<file path="src/rtl/bullet_engine.sv">
// Bullet engine for one tank: launches a shot on a fire rising edge, steps it
// one pixel every MOVE_TIME+1 cycles, detects hits on the opposing tank and
// collisions with the fixed 16x16 tile map, then holds an explosion.
module bullet_engine #(
  parameter int MOVE_TIME    = 200000,
  parameter int EXPLODE_TIME = 4000000,
  parameter int OWNER        = 0
) (
  input  logic        clk,
  input  logic        reset,
  input  logic        game_over,
  input  logic        fire,
  input  logic [1:0]  fire_dir,
  input  logic [9:0]  tank_x,
  input  logic [9:0]  tank_y,
  input  logic [9:0]  target_x,
  input  logic [9:0]  target_y,
  input  logic        target_active,
  output logic        hit,
  output logic [9:0]  bullet_x,
  output logic [9:0]  bullet_y,
  output logic        busy,
  output logic [31:0] bullet_state
);

  localparam logic [1:0] S_IDLE    = 2'd0;
  localparam logic [1:0] S_FLYING  = 2'd1;
  localparam logic [1:0] S_EXPLODE = 2'd2;

  localparam logic [31:0] MOVE_LOAD    = 32'(MOVE_TIME);
  // The explode counter runs down to zero inclusive, so load one less.
  localparam logic [31:0] EXPLODE_LOAD = (EXPLODE_TIME > 0) ? 32'(EXPLODE_TIME - 1) : 32'd0;

  // OWNER names one of four players; anything else is a build error.
  generate
    if (OWNER < 0 || OWNER > 3) begin : g_owner_check
      $error("bullet_engine: OWNER must be in 0..3");
    end
  endgenerate

  logic [1:0]  state;
  logic [1:0]  dir;
  logic [31:0] move_cnt;
  logic [31:0] explode_cnt;
  logic        fire_q;
  logic        fire_hold;
  logic        fire_rise;

  logic [9:0]  cand_x;
  logic [9:0]  cand_y;
  logic [9:0]  cand_x_hi;
  logic [9:0]  cand_y_hi;
  logic        off_field;
  logic        wall_test;
  logic        hit_test;

  // Tile map lookup: row = x/32, column = y/32; anything outside the 16x16
  // map counts as wall.
  function automatic logic map_wall(input logic [4:0] row, input logic [4:0] col);
    logic [15:0] word;
    case (row)
      5'd0:    word = 16'hFFFF;
      5'd1:    word = 16'h8001;
      5'd2:    word = 16'hB555;
      5'd3:    word = 16'hA015;
      5'd4:    word = 16'hAEE5;
      5'd5:    word = 16'hA005;
      5'd6:    word = 16'hAE75;
      5'd7:    word = 16'hA005;
      5'd8:    word = 16'hAEE5;
      5'd9:    word = 16'hA005;
      5'd10:   word = 16'hB555;
      5'd11:   word = 16'h8001;
      5'd12:   word = 16'hD557;
      5'd13:   word = 16'h8001;
      5'd14:   word = 16'hFFFF;
      5'd15:   word = 16'hFFFF;
      default: word = 16'hFFFF;
    endcase
    if (col[4]) return 1'b1;
    return word[4'd15 - col[3:0]];
  endfunction

  // Fire is a level; a shot is only taken on a fresh rise that was not
  // already held through reset.
  assign fire_rise = fire && !fire_q && !fire_hold;

  // Candidate position one pixel along the current direction.
  always_comb begin
    cand_x = bullet_x;
    cand_y = bullet_y;
    case (dir)
      2'b00:   cand_y = bullet_y - 10'd1;
      2'b01:   cand_y = bullet_y + 10'd1;
      2'b10:   cand_x = bullet_x - 10'd1;
      default: cand_x = bullet_x + 10'd1;
    endcase
  end

  assign cand_x_hi = cand_x + 10'd7;
  assign cand_y_hi = cand_y + 10'd7;

  // Stepping below 0 wraps to a large value, so one upper bound covers both edges.
  assign off_field = (cand_x > 10'd504) || (cand_y > 10'd504);

  assign wall_test = off_field
                   || map_wall(cand_x[9:5],    cand_y[9:5])
                   || map_wall(cand_x_hi[9:5], cand_y[9:5])
                   || map_wall(cand_x[9:5],    cand_y_hi[9:5])
                   || map_wall(cand_x_hi[9:5], cand_y_hi[9:5]);

  // 8x8 bullet box against 32x32 target box, inclusive on both ends.
  assign hit_test = target_active
                 && ({1'b0, cand_x} <= ({1'b0, target_x} + 11'd31))
                 && (({1'b0, cand_x} + 11'd7) >= {1'b0, target_x})
                 && ({1'b0, cand_y} <= ({1'b0, target_y} + 11'd31))
                 && (({1'b0, cand_y} + 11'd7) >= {1'b0, target_y});

  // Main FSM: launch, timed flight steps with hit/wall resolution, explosion hold.
  always_ff @(posedge clk) begin
    if (reset) begin
      state       <= S_IDLE;
      hit         <= 1'b0;
      bullet_x    <= 10'd0;
      bullet_y    <= 10'd0;
      dir         <= 2'b00;
      move_cnt    <= 32'd0;
      explode_cnt <= 32'd0;
      fire_q      <= 1'b0;
      fire_hold   <= fire;
    end else begin
      fire_q <= fire;
      if (!fire) fire_hold <= 1'b0;
      hit <= 1'b0;
      if (game_over) begin
        state <= S_IDLE;
      end else begin
        case (state)
          S_IDLE: begin
            if (fire_rise) begin
              dir      <= fire_dir;
              bullet_x <= tank_x + 10'd12;
              bullet_y <= tank_y + 10'd12;
              move_cnt <= MOVE_LOAD;
              state    <= S_FLYING;
            end
          end
          S_FLYING: begin
            if (move_cnt != 32'd0) begin
              move_cnt <= move_cnt - 32'd1;
            end else begin
              move_cnt <= MOVE_LOAD;
              if (hit_test) begin
                bullet_x    <= cand_x;
                bullet_y    <= cand_y;
                hit         <= 1'b1;
                explode_cnt <= EXPLODE_LOAD;
                state       <= S_EXPLODE;
              end else if (wall_test) begin
                explode_cnt <= EXPLODE_LOAD;
                state       <= S_EXPLODE;
              end else begin
                bullet_x <= cand_x;
                bullet_y <= cand_y;
              end
            end
          end
          S_EXPLODE: begin
            if (explode_cnt == 32'd0) state <= S_IDLE;
            else explode_cnt <= explode_cnt - 32'd1;
          end
          default: state <= S_IDLE;
        endcase
      end
    end
  end

  assign busy = (state == S_FLYING) || (state == S_EXPLODE);

  assign bullet_state = {1'b0, 2'b11, busy, bullet_x, bullet_y, dir, 3'b100,
                         (state == S_EXPLODE) ? 3'd1 : 3'd0};

endmodule

</file>
<file path="config.mk">
export PLATFORM = sky130hd
export DESIGN_NAME = bullet_engine
export DESIGN_NICKNAME = d
export VERILOG_FILES = /design/src/rtl/bullet_engine.sv
export SDC_FILE = /design/constraint.sdc
export NUM_CORES = 1
export LEC_CHECK = 0
export BUFFER_PORTS_ARGS = -buffer_cell sky130_fd_sc_hd__buf_2
export CORE_UTILIZATION = 31
export CTS_CLUSTER_SIZE = 24
export DETAILED_ROUTE_END_ITERATION = 12
export GPL_ROUTABILITY_DRIVEN = 0
export SYNTH_ARGS = -nofsm -noshare
export SYNTH_HDL_FRONTEND = slang
export SYNTH_SLANG_ARGS = --single-unit
export TNS_END_PERCENT = 10
</file>
<file path="constraint.sdc">
create_clock -name clk -period 5.4 [get_ports clk]
set_clock_uncertainty 0.2 [all_clocks]
set_input_delay 0.81 -clock clk [delete_from_list [all_inputs] [get_ports clk]]
set_output_delay 0.81 -clock clk [all_outputs]
set_load 0.02 [all_outputs]
</file>
# Word-level counts from Yosys, hierarchy flattened

Memories as Yosys holds them, arrays and structs flattened.
Index checks and enable logic that the tools add are counted.

$add $sub $neg: 16
$lt $le $gt $ge: 8
Equal/unequal tests: 11
Muxes and demuxes: 50
Bitwise operators: 2
Reductions and logical operators: 28

Operators by type and width:

| cell                    | number |
|---|---|
| $mux W32                | 6 |
| $pmux W32 S2            | 2 |
| $mux W10                | 8 |
| $pmux W10 S2            | 4 |
| $mux W16                | 4 |
| $sub A32 B1 Y32 const B | 2 |
| $logic_not A32 Y1       | 1 |
| $reduce_bool A32 Y1     | 1 |
| $add A10 B3 Y11 const B | 2 |
| $add A10 B5 Y11 const B | 2 |
| $ge A11 B10 Y1          | 2 |
| $le A10 B11 Y1          | 2 |
| $add A10 B1 Y10 const B | 2 |
| $add A10 B3 Y10 const B | 2 |
| $add A10 B4 Y10 const B | 2 |
| $gt A10 B9 Y1 const B   | 2 |
| $sub A10 B1 Y10 const B | 2 |
| $bmux W1 S4             | 4 |
| $mux W1                 | 16 |
| $lt A4 B5 Y1 const B    | 2 |
| $mux W2                 | 5 |
| $ne A2 B2 Y1 const B    | 5 |
| $reduce_and A5 Y1       | 2 |
| $sub A4 B4 Y4 const A   | 2 |
| other kinds (14)        | 33 |

Register bits after elaboration: 91
ROM bits: 896
Bits of input ports: 47
Output and inout bits: 54
Logic and storage cells: 128
Memories kept: 4

Memory list:

| name            | depth | bits a word | rd ports | clocked after memory_dff | write ports | line | text |
|---|---|---|---|---|---|---|---|
| (no name shown) | 16    | 14          | 1        | 0                        | 0           | 61   | `case (row)` |
| (no name shown) | 16    | 14          | 1        | 0                        | 0           | 61   |  |
| (no name shown) | 16    | 14          | 1        | 0                        | 0           | 61   |  |
| (no name shown) | 16    | 14          | 1        | 0                        | 0           | 61   |  |

# Logic depth before layout (Yosys ltp)

An unclocked memory read counts as a cell.

Depth in word-level cells: 16
Mapped depth: 28

# Worst setup path after synthesis

Ideal clock, no wire load.

Path kind: register to register
Start: register dir[1]
End: register explode_cnt[1]
Setup time: 0.091 ns
Arrival time: 5.730 ns
Required time: 5.109 ns
Setup slack: -0.621 ns
Cell stages (with the launch flop): 29
Buffers on the path: 7
Clock period less this slack: 6.021 ns
Path through: dfxtp_1 -> buf_2 -> clkbuf_1 -> buf_2 -> buf_1 -> clkbuf_1 -> nor2_1 -> inv_1 -> ha_1 -> o21ai_0 -> a21o_1 -> a21oi_1 -> or2_2 -> a21o_1 -> a211oi_1 -> inv_1 -> ha_1 -> a21o_1 -> a21oi_1 -> o21ai_0 -> o311ai_0 -> nand3_1 -> a211oi_1 -> inv_1 -> nand3_2 -> buf_2 -> buf_2 -> a31oi_1 -> a311oi_1

Cells in the longest elaborated chain, start to end: 14
Elaborated cells on any way between the ends: 54
Those cells by class: 6 x add/sub; 6 x order compare; 3 x eq/ne; 23 x mux; 12 x reduce/logical; 4 x memory

RTL lines:

| element                                            | line    | text |
|---|---|---|
| from (decl)                                        | 42      | `logic [1:0] dir;` |
| from (signal assigned)                             | 141     | `dir <= fire_dir;` |
| $eq A2 B1 Y1 or $logic_not A2 Y1 (tied branches)   | 92      | `case (dir)` |
| $reduce_or A2 Y1 (no line)                         | -       |  |
| $pmux W10 S2                                       | 92      |  |
| $add A10 B3 Y10 or $mem_v2 Z16 W14 (tied branches) | -       |  |
| $mem_v2 Z16 W14 or $mux W16 (tied branches)        | -       |  |
| $mux W16 or $bmux W1 S4 (tied branches)            | 61, 81  |  |
| $bmux W1 S4 or $mux W1 (tied branches)             | 81      | `return word[4'd15 - col[3:0]];` |
| $mux W1 (not written as such)                      | 81      |  |
| $mux W1 or $logic_or A1 B1 Y1 (tied branches)      | 81, 107 |  |
| $logic_or A1 B1 Y1                                 | 108     | `\|\| map_wall(cand_x_hi[9:5], cand_y[9:5])` |
| $logic_or A1 B1 Y1                                 | 109     | `\|\| map_wall(cand_x[9:5], cand_y_hi[9:5])` |
| $logic_or A1 B1 Y1                                 | 110     | `\|\| map_wall(cand_x_hi[9:5], cand_y_hi[9:5]);` |
| $ne A3 B3 Y1 (no line)                             | -       |  |
| $reduce_and A5 Y1 (no line)                        | -       |  |
| to (signal assigned)                               | 170     | `else explode_cnt <= explode_cnt - 32'd1;` |
| to (decl)                                          | 44      | `logic [31:0] explode_cnt;` |

Parallel ways exist; a longest one is shown, timed or not. The select of a mux whose other input is x is not followed.
A chain may end at the register's enable or synchronous reset.

# Worst setup path in the final report

Start: register dir[0]
End: register bullet_x[1]

Cells in the longest elaborated chain, start to end: 14
Elaborated cells on any way between the ends: 55
Those cells by class: 6 x add/sub; 6 x order compare; 3 x eq/ne; 24 x mux; 12 x reduce/logical; 4 x memory

RTL lines:

| element                                            | line    | text |
|---|---|---|
| $eq A2 B1 Y1 or $logic_not A2 Y1 (tied branches)   | 92      |  |
| $reduce_or A2 Y1 (no line)                         | -       |  |
| $pmux W10 S2                                       | 92      |  |
| $add A10 B3 Y10 or $mem_v2 Z16 W14 (tied branches) | -       |  |
| $mem_v2 Z16 W14 or $mux W16 (tied branches)        | -       |  |
| $mux W16 or $bmux W1 S4 (tied branches)            | 61, 81  |  |
| $bmux W1 S4 or $mux W1 (tied branches)             | 81      |  |
| $mux W1 (not written as such)                      | 81      |  |
| $mux W1 or $logic_or A1 B1 Y1 (tied branches)      | 81, 107 |  |
| $logic_or A1 B1 Y1                                 | 108     |  |
| $logic_or A1 B1 Y1                                 | 109     |  |
| $logic_or A1 B1 Y1                                 | 110     |  |
| $ne A3 B3 Y1 (no line)                             | -       |  |
| $reduce_and A5 Y1 (no line)                        | -       |  |
| to (signal assigned)                               | 142     | `bullet_x <= tank_x + 10'd12;` |
| to (signal assigned)                               | 154     | `bullet_x <= cand_x;` |
| to (signal assigned)                               | 163     | `bullet_x <= cand_x;` |
| to (decl)                                          | 20      | `output logic [9:0] bullet_x,` |

Parallel ways exist; a longest one is shown, timed or not. The select of a mux whose other input is x is not followed.

==> reports/qor.yml <==
grt:
  grtUsageTotal: 0.190
  antenna_found_initial: 0
  overflow: 0
  grt_pass1_vias: 9036
  grt_max_degree: 60
  grt_pass1_wl_mm: 47.5
detailed_routing:
  num_vias: 9848
  drc: 0
  postRouteAntennaNets: 0
  drt_wl_total_mm: 29.3
  drt_iter0_drc: 829
  dr.pass1.iters: 6
  wl_per_cell_um: 16.8
  vias_per_cell: 5.63
floorplan:
  coreArea_sq_um: 28900
  fp.dieW_um: 174
  design.die.area_sq_um: 30200
  rows: 62
  initial_core_util: 0.317
  ioPinCount: 101
  die_y_um: 174
placed_design:
  dp_hpwl_mm: 21.9
  dp_cells: 1722
  io_buffers: 92
  post-place-ws_ps: 106
pwr:
  power.total_mw: 3.40
  powerDensity_nw_per_um2: 307
  p_leak_nw: 4.72
  peakVddDrop_mv: 0.154
sta:
  period_share: 0.970
  slew_viol_final: 0
  tns_ps: 0
  fin_ws_ps: 164
  relSlewSlack: 0.380
  worst_slew_pin_slew_ps: 930
  period_needed_ps: 5240
  finalSetupViolCount: 0
  hold_viol_final: 0
  max_freq_ghz: 0.191
run_status:
  status: "completed"
setup_path:
  r2r-end: "bullet_x[1]"
  reg2reg_slack_ps: 160
  r2r-start: "dir[0]"
  cp-start-kind: "flop"
  reg2reg_depth: 22
  critPathArrivalTime_ps: 5320
  cp_max_fo: 16
  crit_path_end: "bullet_x[1]"
  startpoint: "dir[0]"
  cp.required_ps: 5480
  end_kind: "flop"
  criticalPathCategory: "flop to flop"
synth:
  synthDistinctLibCells: 91
  syn_avg_cell_area_sq_um: 7.36
  async_flop_share: 0
  syn-instance-count: 1242
  netlist_area_sq_um: 9150
  synth_ff_type: "dfxtp_1"
  ys_seq_area_frac: 0.200
  synth_seq_cells: 91
  ys_warn_count: 0
  synth_edf_count: 1
cts:
  cts_sinks: 91
  cts-root-buf: "clkbuf_16"
  cts_buffer_depth: 2
  cts_buffers: 9
  cts.reportedPaths.clkPinSlew_ps: 70
  cts_tree: "done"
  htreeDepth: 3
  clock_latency_ps: 360
cells_and_area:
  post-route-util: 0.384
  layout-drive-gt1-share: 0.205
  layout.cells.non_filler: 1748
  final_nets: 1469
  antenna_cells: 0
  syn2layout_area_growth_pct: 21.1
  fill_cells: 3025
worst_hold_path:
  min_path_type: "flop to flop"
job:
  max-cap-violations: 0
cell families (layout without fill, tap and decap cells):
kind of cell / Yosys count / count (layout) / share of synthesized area
simple gates: 459 / 459 / 0.255
flops: 91 / 91 / 0.200
mux: 19 / 19 / 0.0209
compound gates: 341 / 341 / 0.266
other cells: 2 / 8 / 0.000821
xor+xnor: 80 / 80 / 0.0782
fa+ha+maj: 63 / 63 / 0.0870
buf+inv: 187 / 303 / 0.0914
cells in the final DEF, fill, tap and decap left out, types with 40 or more instances in the layout:
cell type,n
o21ai_0,57
nor2_1,110
inv_1,80
buf_2,92
dfxtp_1,88
nor3_1,44
a21oi_1,58
buf_4,96
nand2_1,101
nand3_1,40
ha_1,59
xnor2_1,54
per-layer routing:
layer | track usage | routed length [um] | up-vias
li1 | - | - | 4787
met1 | 0.259 | 13000 | 4560
met2 | 0.299 | 13000 | 409
met3 | 0.0406 | 2410 | 92
met4 | 0.0577 | 875 | 0
met5 | 0 | 0 | -
critical path, stage by stage, from the launching register on:
cell and delay, ps:
dfxtp_2 320, nand2b_1 190, xnor2_1 150, ha_1 240, or3_1 320, a21oi_1 200, nand4_1 180, a211o_1 350
buf_4 210, a221oi_1 370, o21ai_0 190, a311oi_1 390, nor3_1 80, nor4_1 320, o32ai_1 130, a211oi_2 160
buf_4 170, buf_4 120, o311ai_4 100, buf_4 170, buf_12 150, a211o_1 300, a21oi_1 140
worst min path at each step:
stage | startpoint | to | slack [ps] | cells past startpoint
CTS | explode_cnt[12] | explode_cnt[12] | 270 | 2
global route | explode_cnt[12] | explode_cnt[12] | 290 | 2
floorplan | explode_cnt[12] | explode_cnt[12] | 240 | 2
detailed placement | explode_cnt[12] | explode_cnt[12] | 260 | 2
finish | explode_cnt[12] | explode_cnt[12] | 270 | 2
global placement | explode_cnt[12] | explode_cnt[12] | 260 | 2
final cells by class:
class | instances | area [sq um] | share of cell area
clock buffer | 9 | 225 | 0.0203
clock inverter | 7 | 80.1 | 0.00723
inverter | 89 | 337 | 0.0304
multi-input combinational | 970 | 6770 | 0.611
sequential | 91 | 1830 | 0.166
tap | 384 | 480 | 0.0434
timing repair buffer | 198 | 1350 | 0.122
synth_stat cells (all sizes together), types with 14 or more instances:
| master | instances | area (sq um) |
|---|---|---|
| nand2b | 22 | 138 |
| buf | 52 | 329 |
| a21oi | 64 | 320 |
| clkbuf | 46 | 173 |
| nand3 | 42 | 215 |
| inv | 86 | 323 |
| ha | 62 | 776 |
| a41o | 14 | 140 |
| o21ai | 69 | 345 |
| or4 | 14 | 109 |
| nand4 | 22 | 138 |
| or3 | 15 | 93.8 |
| a211oi | 16 | 138 |
| dfxtp | 90 | 1800 |
| nor2 | 115 | 432 |
| xnor2 | 60 | 541 |
| xor2 | 20 | 175 |
| nor3 | 46 | 235 |
| nand2 | 101 | 379 |
| mux2i | 18 | 180 |
| nor4 | 18 | 125 |
power by group:
part	switching (mW)	internal, mW
registers	0.0541	0.726
clock network	0.314	0.328
logic	1.16	0.821
per-stage QoR:
stage                     area [sq um]  hold WS [ps]
final                            11100           274
after global routing             11100           287
after floorplan                   9230           240
after CTS                        10800           273
after global placement           10500           256
after detailed placement         10500           259
registers in the layout, indices dropped and copies added, names as in the netlist, 2 cells and up:
| name | flops |
|---|---|
| move_cnt | 32 |
| explode_cnt | 32 |
| bullet_x | 10 |
| bullet_y | 10 |
| dir | 2 |
| state | 2 |
what timing repair did:
action                                  4_1_cts  5_1_grt
setup buffers                                 0        9
hold buffers                                  0        0
gates resized for setup                       0       46
endpoints found under the setup margin        0       54
(Power assumes the default switching activity.)
